--- src/rtl/aoi_bist_sequencer_if.sv ---
// Signal bundle between the AOI self-test sequencer and its environment (start, gate drives/response, results).
// No flow control: start is a single-cycle request and every result is a level or a one-cycle pulse.
interface aoi_bist_sequencer_if;
  logic       start;
  logic       o_in;
  logic       a1;
  logic       a2;
  logic       b1;
  logic       b2;
  logic       busy;
  logic       done;
  logic       pass;
  logic [4:0] err_count;
  logic [3:0] first_fail_vec;

  modport master (
    input  start, o_in,
    output a1, a2, b1, b2, busy, done, pass, err_count, first_fail_vec
  );

  modport slave (
    output start, o_in,
    input  a1, a2, b1, b2, busy, done, pass, err_count, first_fail_vec
  );
endinterface

--- src/rtl/aoi_bist_sequencer.sv ---
// Sweeps the 16 AOI input vectors, holding each SETTLE_CYCLES cycles, then checks o_in for one cycle.
// A sweep takes 16*(SETTLE_CYCLES+1)+1 cycles; start is dropped unless the sequencer is idle.
module aoi_bist_sequencer #(
  parameter int unsigned SETTLE_CYCLES = 1
) (
  input  logic                  clk,
  input  logic                  rst_n,
  aoi_bist_sequencer_if.master  bus
);

  typedef enum logic [1:0] {
    IDLE  = 2'd0,
    WAIT  = 2'd1,
    CHECK = 2'd2,
    DONE  = 2'd3
  } state_t;

  localparam logic [3:0] SETTLE_LAST = 4'(SETTLE_CYCLES - 1);

  state_t     state, state_d;
  logic [3:0] vec, vec_d;
  logic [3:0] settle_cnt, settle_cnt_d;
  logic [4:0] err_count, err_count_d;
  logic [3:0] first_fail, first_fail_d;
  logic       pass_q, pass_d;
  logic       expected;

  assign expected = ~((vec[3] & vec[2]) | (vec[1] & vec[0]));

  always_ff @(posedge clk or negedge rst_n) begin
    if (!rst_n) begin
      state      <= IDLE;
      vec        <= 4'd0;
      settle_cnt <= 4'd0;
      err_count  <= 5'd0;
      first_fail <= 4'd0;
      pass_q     <= 1'b0;
    end else begin
      state      <= state_d;
      vec        <= vec_d;
      settle_cnt <= settle_cnt_d;
      err_count  <= err_count_d;
      first_fail <= first_fail_d;
      pass_q     <= pass_d;
    end
  end

  always_comb begin
    state_d      = state;
    vec_d        = vec;
    settle_cnt_d = settle_cnt;
    err_count_d  = err_count;
    first_fail_d = first_fail;
    pass_d       = pass_q;
    case (state)
      IDLE: begin
        if (bus.start) begin
          vec_d        = 4'd0;
          settle_cnt_d = 4'd0;
          err_count_d  = 5'd0;
          first_fail_d = 4'd0;
          pass_d       = 1'b0;
          state_d      = WAIT;
        end
      end
      WAIT: begin
        settle_cnt_d = settle_cnt + 4'd1;
        if (settle_cnt == SETTLE_LAST) begin
          state_d = CHECK;
        end
      end
      CHECK: begin
        if (bus.o_in != expected) begin
          err_count_d = err_count + 5'd1;
          if (err_count == 5'd0) begin
            first_fail_d = vec;
          end
        end
        if (vec == 4'd15) begin
          state_d = DONE;
        end else begin
          vec_d        = vec + 4'd1;
          settle_cnt_d = 4'd0;
          state_d      = WAIT;
        end
      end
      DONE: begin
        pass_d  = (err_count == 5'd0);
        vec_d   = 4'd0;
        state_d = IDLE;
      end
      default: state_d = IDLE;
    endcase
  end

  assign bus.a1             = vec[3];
  assign bus.a2             = vec[2];
  assign bus.b1             = vec[1];
  assign bus.b2             = vec[0];
  assign bus.busy           = (state != IDLE);
  assign bus.done           = (state == DONE);
  // The verdict is shown during the done cycle itself, then held by pass_q.
  assign bus.pass           = (state == DONE) ? (err_count == 5'd0) : pass_q;
  assign bus.err_count      = err_count;
  assign bus.first_fail_vec = first_fail;

endmodule

--- src/flat_wrapper.sv ---
// flat-port wrapper written by rule: the top's interface ports become plain ports
module aoi_bist_sequencer_flat 
#(
  parameter int unsigned SETTLE_CYCLES = 1
)
  (clk, rst_n, bus_start, bus_o_in, bus_a1, bus_a2, bus_b1, bus_b2, bus_busy, bus_done, bus_pass, bus_err_count, bus_first_fail_vec);
  aoi_bist_sequencer_if bus_i ();
  input  logic clk;
  input  logic rst_n;
  input wire logic [$bits(bus_i.start)-1:0] bus_start;
  input wire logic [$bits(bus_i.o_in)-1:0] bus_o_in;
  output wire logic [$bits(bus_i.a1)-1:0] bus_a1;
  output wire logic [$bits(bus_i.a2)-1:0] bus_a2;
  output wire logic [$bits(bus_i.b1)-1:0] bus_b1;
  output wire logic [$bits(bus_i.b2)-1:0] bus_b2;
  output wire logic [$bits(bus_i.busy)-1:0] bus_busy;
  output wire logic [$bits(bus_i.done)-1:0] bus_done;
  output wire logic [$bits(bus_i.pass)-1:0] bus_pass;
  output wire logic [$bits(bus_i.err_count)-1:0] bus_err_count;
  output wire logic [$bits(bus_i.first_fail_vec)-1:0] bus_first_fail_vec;
  assign bus_i.start = bus_start;
  assign bus_i.o_in = bus_o_in;
  assign bus_a1 = bus_i.a1;
  assign bus_a2 = bus_i.a2;
  assign bus_b1 = bus_i.b1;
  assign bus_b2 = bus_i.b2;
  assign bus_busy = bus_i.busy;
  assign bus_done = bus_i.done;
  assign bus_pass = bus_i.pass;
  assign bus_err_count = bus_i.err_count;
  assign bus_first_fail_vec = bus_i.first_fail_vec;
  aoi_bist_sequencer #(.SETTLE_CYCLES(SETTLE_CYCLES)) u_core (.clk(clk), .rst_n(rst_n), .bus(bus_i));
endmodule
--- config.mk ---
export PLATFORM = sky130hd
export DESIGN_NAME = aoi_bist_sequencer_flat
export DESIGN_NICKNAME = d
export VERILOG_FILES = /design/src/rtl/aoi_bist_sequencer_if.sv /design/src/rtl/aoi_bist_sequencer.sv /design/src/flat_wrapper.sv
export SDC_FILE = /design/constraint.sdc
export NUM_CORES = 1
export LEC_CHECK = 0
export CELL_PAD_IN_SITES_DETAIL_PLACEMENT = 1
export CELL_PAD_IN_SITES_GLOBAL_PLACEMENT = 2
export CORE_MARGIN = 5
export CORE_UTILIZATION = 32
export DETAILED_ROUTE_END_ITERATION = 7
export HOLD_SLACK_MARGIN = 0.02
export PLACE_DENSITY = 0.81
export RECOVER_POWER = 100
export REMOVE_ABC_BUFFERS = 1
export SLEW_MARGIN = 10
export SYNTH_ARGS = -nofsm -noshare
export SYNTH_HDL_FRONTEND = slang
export SYNTH_SLANG_ARGS = --single-unit
--- constraint.sdc ---
create_clock -name clk -period 2.1 [get_ports clk]
set_input_delay 0.525 -clock clk [delete_from_list [all_inputs] [get_ports clk]]
set_output_delay 0.525 -clock clk [all_outputs]
set_load 0.03 [all_outputs]
==> results.yml, run 1 <==
routing:
  detailedRoute.firstIterationViolations: 35
  wl_met1_um: 1450
  detailroute.via_count: 1001
  detailroute.wirelength.met2_um: 1550
  drcViolationCount: 0
  met3_wirelength_um: 51
  avgViaCountPerCell: 5.01
  total_detailed_routing_wirelength_um: 3060
  top_signal_layer_used: "met4"
  ant_nets: 0
  drtPass1Iterations: 4
  detail_route.wl_per_cell_um: 15.3
clock_tree:
  htree_num_levels: 1
  clk_pin_slew_ns: 0.08
  buffers_from_clock_root_to_sink_at_most: 2
  cts.sinks: 20
  cts_tree: "done"
  cts_made_buffers: 3
  clock_tree.root_cell: "clkbuf_8"
  insertion_delay_ns: 0.26
sta:
  min_period_over_period_pct: 100
  totalNegativeSetupSlack_ns: -0.00698
  drv_slew: 0
  finalHoldWorstSlack_ns: 0.484
  post-route-min-period_ns: 2.11
  clock.fmax_mhz: 475
  finClkSkew_ns: 0.00748
  setup_viol_count_final: 1
  rsz0062_at_grt: "true"
  max-slew-margin-rel_pct: 23.5
  final_critical_path_setup_slack_ns: -0.00698
  worstMarginPinSlew_ns: 1.15
  final-hold-violation-count: 0
outcome:
  status: "complete, but fails checks"
  violations_in_the_final_reports: "setup timing"
yosys:
  synth_enable_flop_cells: 0
  synthMostInstantiatedCell: "dfrtp_1"
  postSynth.asyncResetShare_pct: 100
  synth_mux_area_share_pct: 1.77
  synth-compound-area-share_pct: 21.8
  synth_largest_type_area_fraction_pct: 41.7
  synth_xor_area_share_pct: 4.38
  synth_top_flop_cell: "dfrtp_1"
  synth_simple_gate_area_share_pct: 18.9
  synthesis.instances: 121
  synth_top_family_by_area: "compound AO/OA/AOI/OAI gates"
  yosys.area_share.adder_pct: 5.21
  ys_seq_elements: 20
  synth.cell_area_mm2: 0.00120
  synth.cells.most_frequent: "20 x dfrtp_1, 10 x nand2_1"
  ys_warn_count: 0
  synth_top_cells_by_area: "dfrtp_1 42%, ha_1 5.2%, xnor2_1 3.6%"
  synth_top_area_cell: "dfrtp_1"
  post_synthesis_cell_type_count: 41
  syn_area_per_cell_um2: 9.93
  seq_area_frac_synth_pct: 41.7
place:
  post-place-cells: 192
  port-buffer-count: 19
  dpl_worst_slack_ns: 0.110
  detailedPlacementHpwl_um: 2260
  globalplace.congestion: 0.832
floorplanning:
  fp-row-count: 22
  core_mm2: 0.00366
  dieArea_mm2: 0.00508
  dieWidth_um: 71.3
  die_h_um: 71.3
  boundaryPins: 20
  start_util_pct: 32.8
global_route:
  antenna_found_initial: 0
  grt_start_max_net_pins: 21
  global_route.usage.total_pct: 12.7
  number_of_global_route_vias_before_repair: 1071
  grt_first_pass_wirelength_um: 5230
  grt-ovfl-total: 0
setup_path:
  critical_path_required_ns: 1.57
  setup.worst_path.end_class: "output pin"
  ordered_cell_list_for_the_critical_path: "inv_1, ha_1, or4b_4, o21ai_2, buf_6"
  crit_type: "flip-flop to output pin"
  crit_path_max_fanout: 2
  critical-path-slowest-cell: "or4b_4"
  startpoint_types: "flip-flop"
  arrival_time_of_data_at_the_critical_path_endpoint_ns: 1.58
  critPathMaxStageDelay_ns: 0.47
cells_and_area:
  final_net_count: 162
  final_layout_size_suffix_gt1_share_pct: 19.1
  antenna_cells: 0
  finish.cell_count_without_fillers: 200
  n_fill_cell: 426
  area_growth_from_synthesis_to_final_layout_pct: 27.9
power:
  power.ir.vdd_worst_mv: 0.456
  power_per_cell_area_mw_per_mm2: 1160
  power.static_leakage_nw: 0.759
worst_hold_path:
  hold_path_class: "flip-flop to flip-flop"
run:
  maxcap_violations: 0
through the flow:
stage          instance area (um^2)  total power, mW  utilization [%]
5_1_grt                        1540             1.90             42.0
3_3_place_gp                   1470             1.41             40.1
6_report                       1540             1.78             42.0
3_5_place_dp                   1470             1.44             40.1
2_1_floorplan                  1140             1.12                -
4_1_cts                        1550             1.81             42.4
worst max-delay path: cells and delay by family (launching register included):
kind            cells  cell delay (ns)
fa+ha+maj           1             0.13
simple gates        1             0.47
compound gates      1             0.14
buf+inv             2             0.20
flops               1             0.39
metal layers:
layer,global-route usage [%],vias up
met1,15.6,492
li1,-,499
met4,2.71,0
met2,23.1,8
met3,1.96,2
met5,0,-
cells by family after synthesis:
| logic type | Yosys count |
|---|---|
| buffers and inverters | 12 |
| AOI/OAI and AO/OA | 34 |
| xor gates and xnor gates | 6 |
| and+or+nand+nor | 42 |
| muxes | 2 |
| adders and majority gates | 5 |
| DFF | 20 |
power by group:
part | internal [mW] | switching (mW)
registers | 0.466 | 0.115
logic | 0.394 | 0.493
clock network | 0.167 | 0.141
worst paths after layout:
path / from / to / slack (ns) / cells after the start
setup / recovery: u_core.bus.err_count[0] / bus_pass / -0.007 / 5
hold / removal: u_core.bus.first_fail_vec[2] / u_core.bus.first_fail_vec[2] / 0.48 / 1
setup reg to reg: u_core.vec[0] / u_core.bus.err_count[1] / 0.15 / 6
hold reg to reg: u_core.bus.first_fail_vec[2] / u_core.bus.first_fail_vec[2] / 0.48 / 1
max in group asynchronous: rst_n / u_core.bus.first_fail_vec[1] / 0.41 / 2
min in group asynchronous: rst_n / u_core.pass_q / 1.00 / 2
cells in the final DEF, fill, tap and decap left out, drive strengths merged, types with 2 or more instances in the layout:
cell type	Yosys	layout
a211oi	3	3
a21bo	4	4
a21oi	5	5
a22o	4	4
buf	5	9
clkbuf	2	13
clkdlybuf4s50	0	7
dfrtp	20	20
dlygate4sd3	0	9
ha	5	5
inv	5	5
nand2	10	10
nand2b	6	6
nand3	4	4
nand4	6	6
nor2	6	6
nor2b	3	3
nor3	2	2
o21ai	7	7
o21bai	2	2
o22ai	2	2
xnor2	5	5
flip-flops by register name (all words and copies together), names as in the netlist:
register	cells
u_core.settle_cnt	4
u_core.state	2
u_core.vec	4
u_core.pass_q	1
u_core.bus.first_fail_vec	4
u_core.bus.err_count	5
final cells by class:
cell class                 instances  area, um^2  area share, %
multi-input combinational         89         628           40.9
clock buffer                       4        55.1           3.58
inverter                           5        18.8           1.22
sequential                        20         500           32.6
timing repair buffer              34         274           17.8
tap                               48        60.1           3.91
timing repair:
item | in CTS | in global routing
hold buffers | 0 | 0
setup endpoints to repair | 1 | 1
resized for setup | 3 | 0
setup buffers | 3 | 1
No activity file was read; power rests on OpenSTA's default activity.
==> run 2, diff against run 1 <==
--- a/config.mk
+++ b/config.mk
@@ -12,7 +12,7 @@
 export DETAILED_ROUTE_END_ITERATION = 7
 export HOLD_SLACK_MARGIN = 0.02
 export PLACE_DENSITY = 0.81
-export RECOVER_POWER = 100
+export RECOVER_POWER = 25
 export REMOVE_ABC_BUFFERS = 1
 export SLEW_MARGIN = 10
 export SYNTH_ARGS = -nofsm -noshare
==> results.yml, run 2 (synthesis results as in run 1) <==
outcome:
  status: "complete, but fails checks"
  violations_in_the_final_reports: "setup timing"
sta:
  final-hold-violation-count: 0
  clock.fmax_mhz: 474
  finalHoldWorstSlack_ns: 0.489
  worstMarginPinSlew_ns: 1.15
  post-route-min-period_ns: 2.11
  setup_viol_count_final: 1
  drv_slew: 0
  final_critical_path_setup_slack_ns: -0.00858
  totalNegativeSetupSlack_ns: -0.00858
  finClkSkew_ns: 0.00573
  min_period_over_period_pct: 100
  max-slew-margin-rel_pct: 23.4
  rsz0062_at_grt: "true"
setup_path:
  crit_path_max_fanout: 2
  arrival_time_of_data_at_the_critical_path_endpoint_ns: 1.58
  startpoint_types: "flip-flop"
  crit_type: "flip-flop to output pin"
  critical_path_required_ns: 1.57
  setup.worst_path.end_class: "output pin"
  r2r.worst_path.cells: 6
routing:
  detailroute.via_count: 997
  detailedRoute.firstIterationViolations: 45
  detail_route.wl_per_cell_um: 15.4
  ant_nets: 0
  drtPass1Iterations: 4
  avgViaCountPerCell: 4.99
  drcViolationCount: 0
  total_detailed_routing_wirelength_um: 3070
global_route:
  grt-ovfl-total: 0
  antenna_found_initial: 0
  grt_start_max_net_pins: 21
  global_route.usage.total_pct: 12.7
  grt_first_pass_wirelength_um: 5230
  number_of_global_route_vias_before_repair: 1071
cells_and_area:
  layout.cells.most_common: "dfrtp_1"
  area_growth_from_synthesis_to_final_layout_pct: 29.7
  registers.top_by_ff_count: "u_core.bus.err_count"
  final_net_count: 162
  antenna_cells: 0
  most-common-layout-cells: "20 x dfrtp_1, 16 x buf_4, 15 x clkdlybuf4s50_1"
  largest_register_ff_count: 5
  final_layout_size_suffix_gt1_share_pct: 19.7
floorplanning:
  die_h_um: 71.3
  core_mm2: 0.00366
  dieWidth_um: 71.3
  start_util_pct: 32.8
  fp-row-count: 22
  boundaryPins: 20
  dieArea_mm2: 0.00508
clock_tree:
  clk_pin_slew_ns: 0.08
  insertion_delay_ns: 0.26
  cts_tree: "done"
  cts.hold.buffers_added: 0
  cts_made_buffers: 3
  htree_num_levels: 1
  cts.sinks: 20
  buffers_from_clock_root_to_sink_at_most: 2
  clock_tree.root_cell: "clkbuf_8"
place:
  port-buffer-count: 19
  detailedPlacementHpwl_um: 2260
  globalplace.congestion: 0.832
power:
  power.static_leakage_nw: 0.742
  power.ir.vdd_worst_mv: 0.455
  power_per_cell_area_mw_per_mm2: 1160
run:
  maxcap_violations: 0
worst_hold_path:
  hold_path_class: "flip-flop to flip-flop"
  hold_path_depth: 1
run 2: cell types whose count changed in the layout (fill, tap and decap cells not counted):
cell / before / now
clkbuf_1: 2 / 1
buf_4: 8 / 16
clkbuf_2: 7 / 0
dlygate4sd3_1: 9 / 1
clkdlybuf4s50_1: 7 / 15
run 2: layer usage:
layer | vias up | global-route usage [%] | part of all wire (%)
met2 | 12 | 23.1 | 50
met4 | 0 | 2.71 | 0.55
li1 | 495 | - | -
met5 | - | 0 | 0
met3 | 2 | 1.96 | 1.8
met1 | 488 | 15.6 | 47
run 2: cell type report:
type                            instances  area (um^2)
Clock buffer                            4         55.1
Fill cell                             422         2100
Inverter                                5         18.8
Multi-Input combinational cell         89          628
Sequential cell                        20          500
Tap cell                               48         60.1
Timing Repair Buffer                   34          295
run 2: final timing paths:
kind,start,to,slack [ns]
min in group asynchronous,rst_n,u_core.pass_q,1.01
max in group asynchronous,rst_n,u_core.bus.first_fail_vec[1],0.41
hold / removal,u_core.bus.first_fail_vec[1],u_core.bus.first_fail_vec[1],0.49
setup reg to reg,u_core.vec[0],u_core.bus.err_count[1],0.25
setup / recovery,u_core.bus.err_count[1],bus_pass,-0.009
hold reg to reg,u_core.bus.first_fail_vec[1],u_core.bus.first_fail_vec[1],0.49
run 2: through the flow:
step / utilization [%] / setup slack, ns / cell area [um^2] / cells / total power [mW]
after detailed placement: 40.1 / 0.110 / 1470 / 192 / 1.44
after global routing: 42.5 / -0.0655 / 1560 / 200 / 1.93
after global placement: 40.1 / 0.150 / 1470 / 192 / 1.41
after CTS: 42.4 / -0.0132 / 1550 / 199 / 1.81
final: 42.5 / -0.00858 / 1560 / 200 / 1.80
after floorplan: - / -0.350 / 1140 / 114 / 1.12
run 2: timing repair:
action | in CTS | in global routing
setup buffers | 3 | 1
setup endpoints to repair | 1 | 1
gates resized for setup | 3 | 0
run 2: power by group:
group          leakage, nW  switching [mW]  internal, mW  total, mW
combinational        0.442           0.494         0.421      0.915
sequential           0.272           0.116         0.466      0.582
clock               0.0288           0.140         0.167      0.307
run 2: worst max-delay path, cell delays in order (launching register included):
cell,delay [ns]
dfrtp_1,0.39
inv_1,0.06
ha_1,0.13
or4b_4,0.47
o21ai_2,0.14
buf_6,0.14
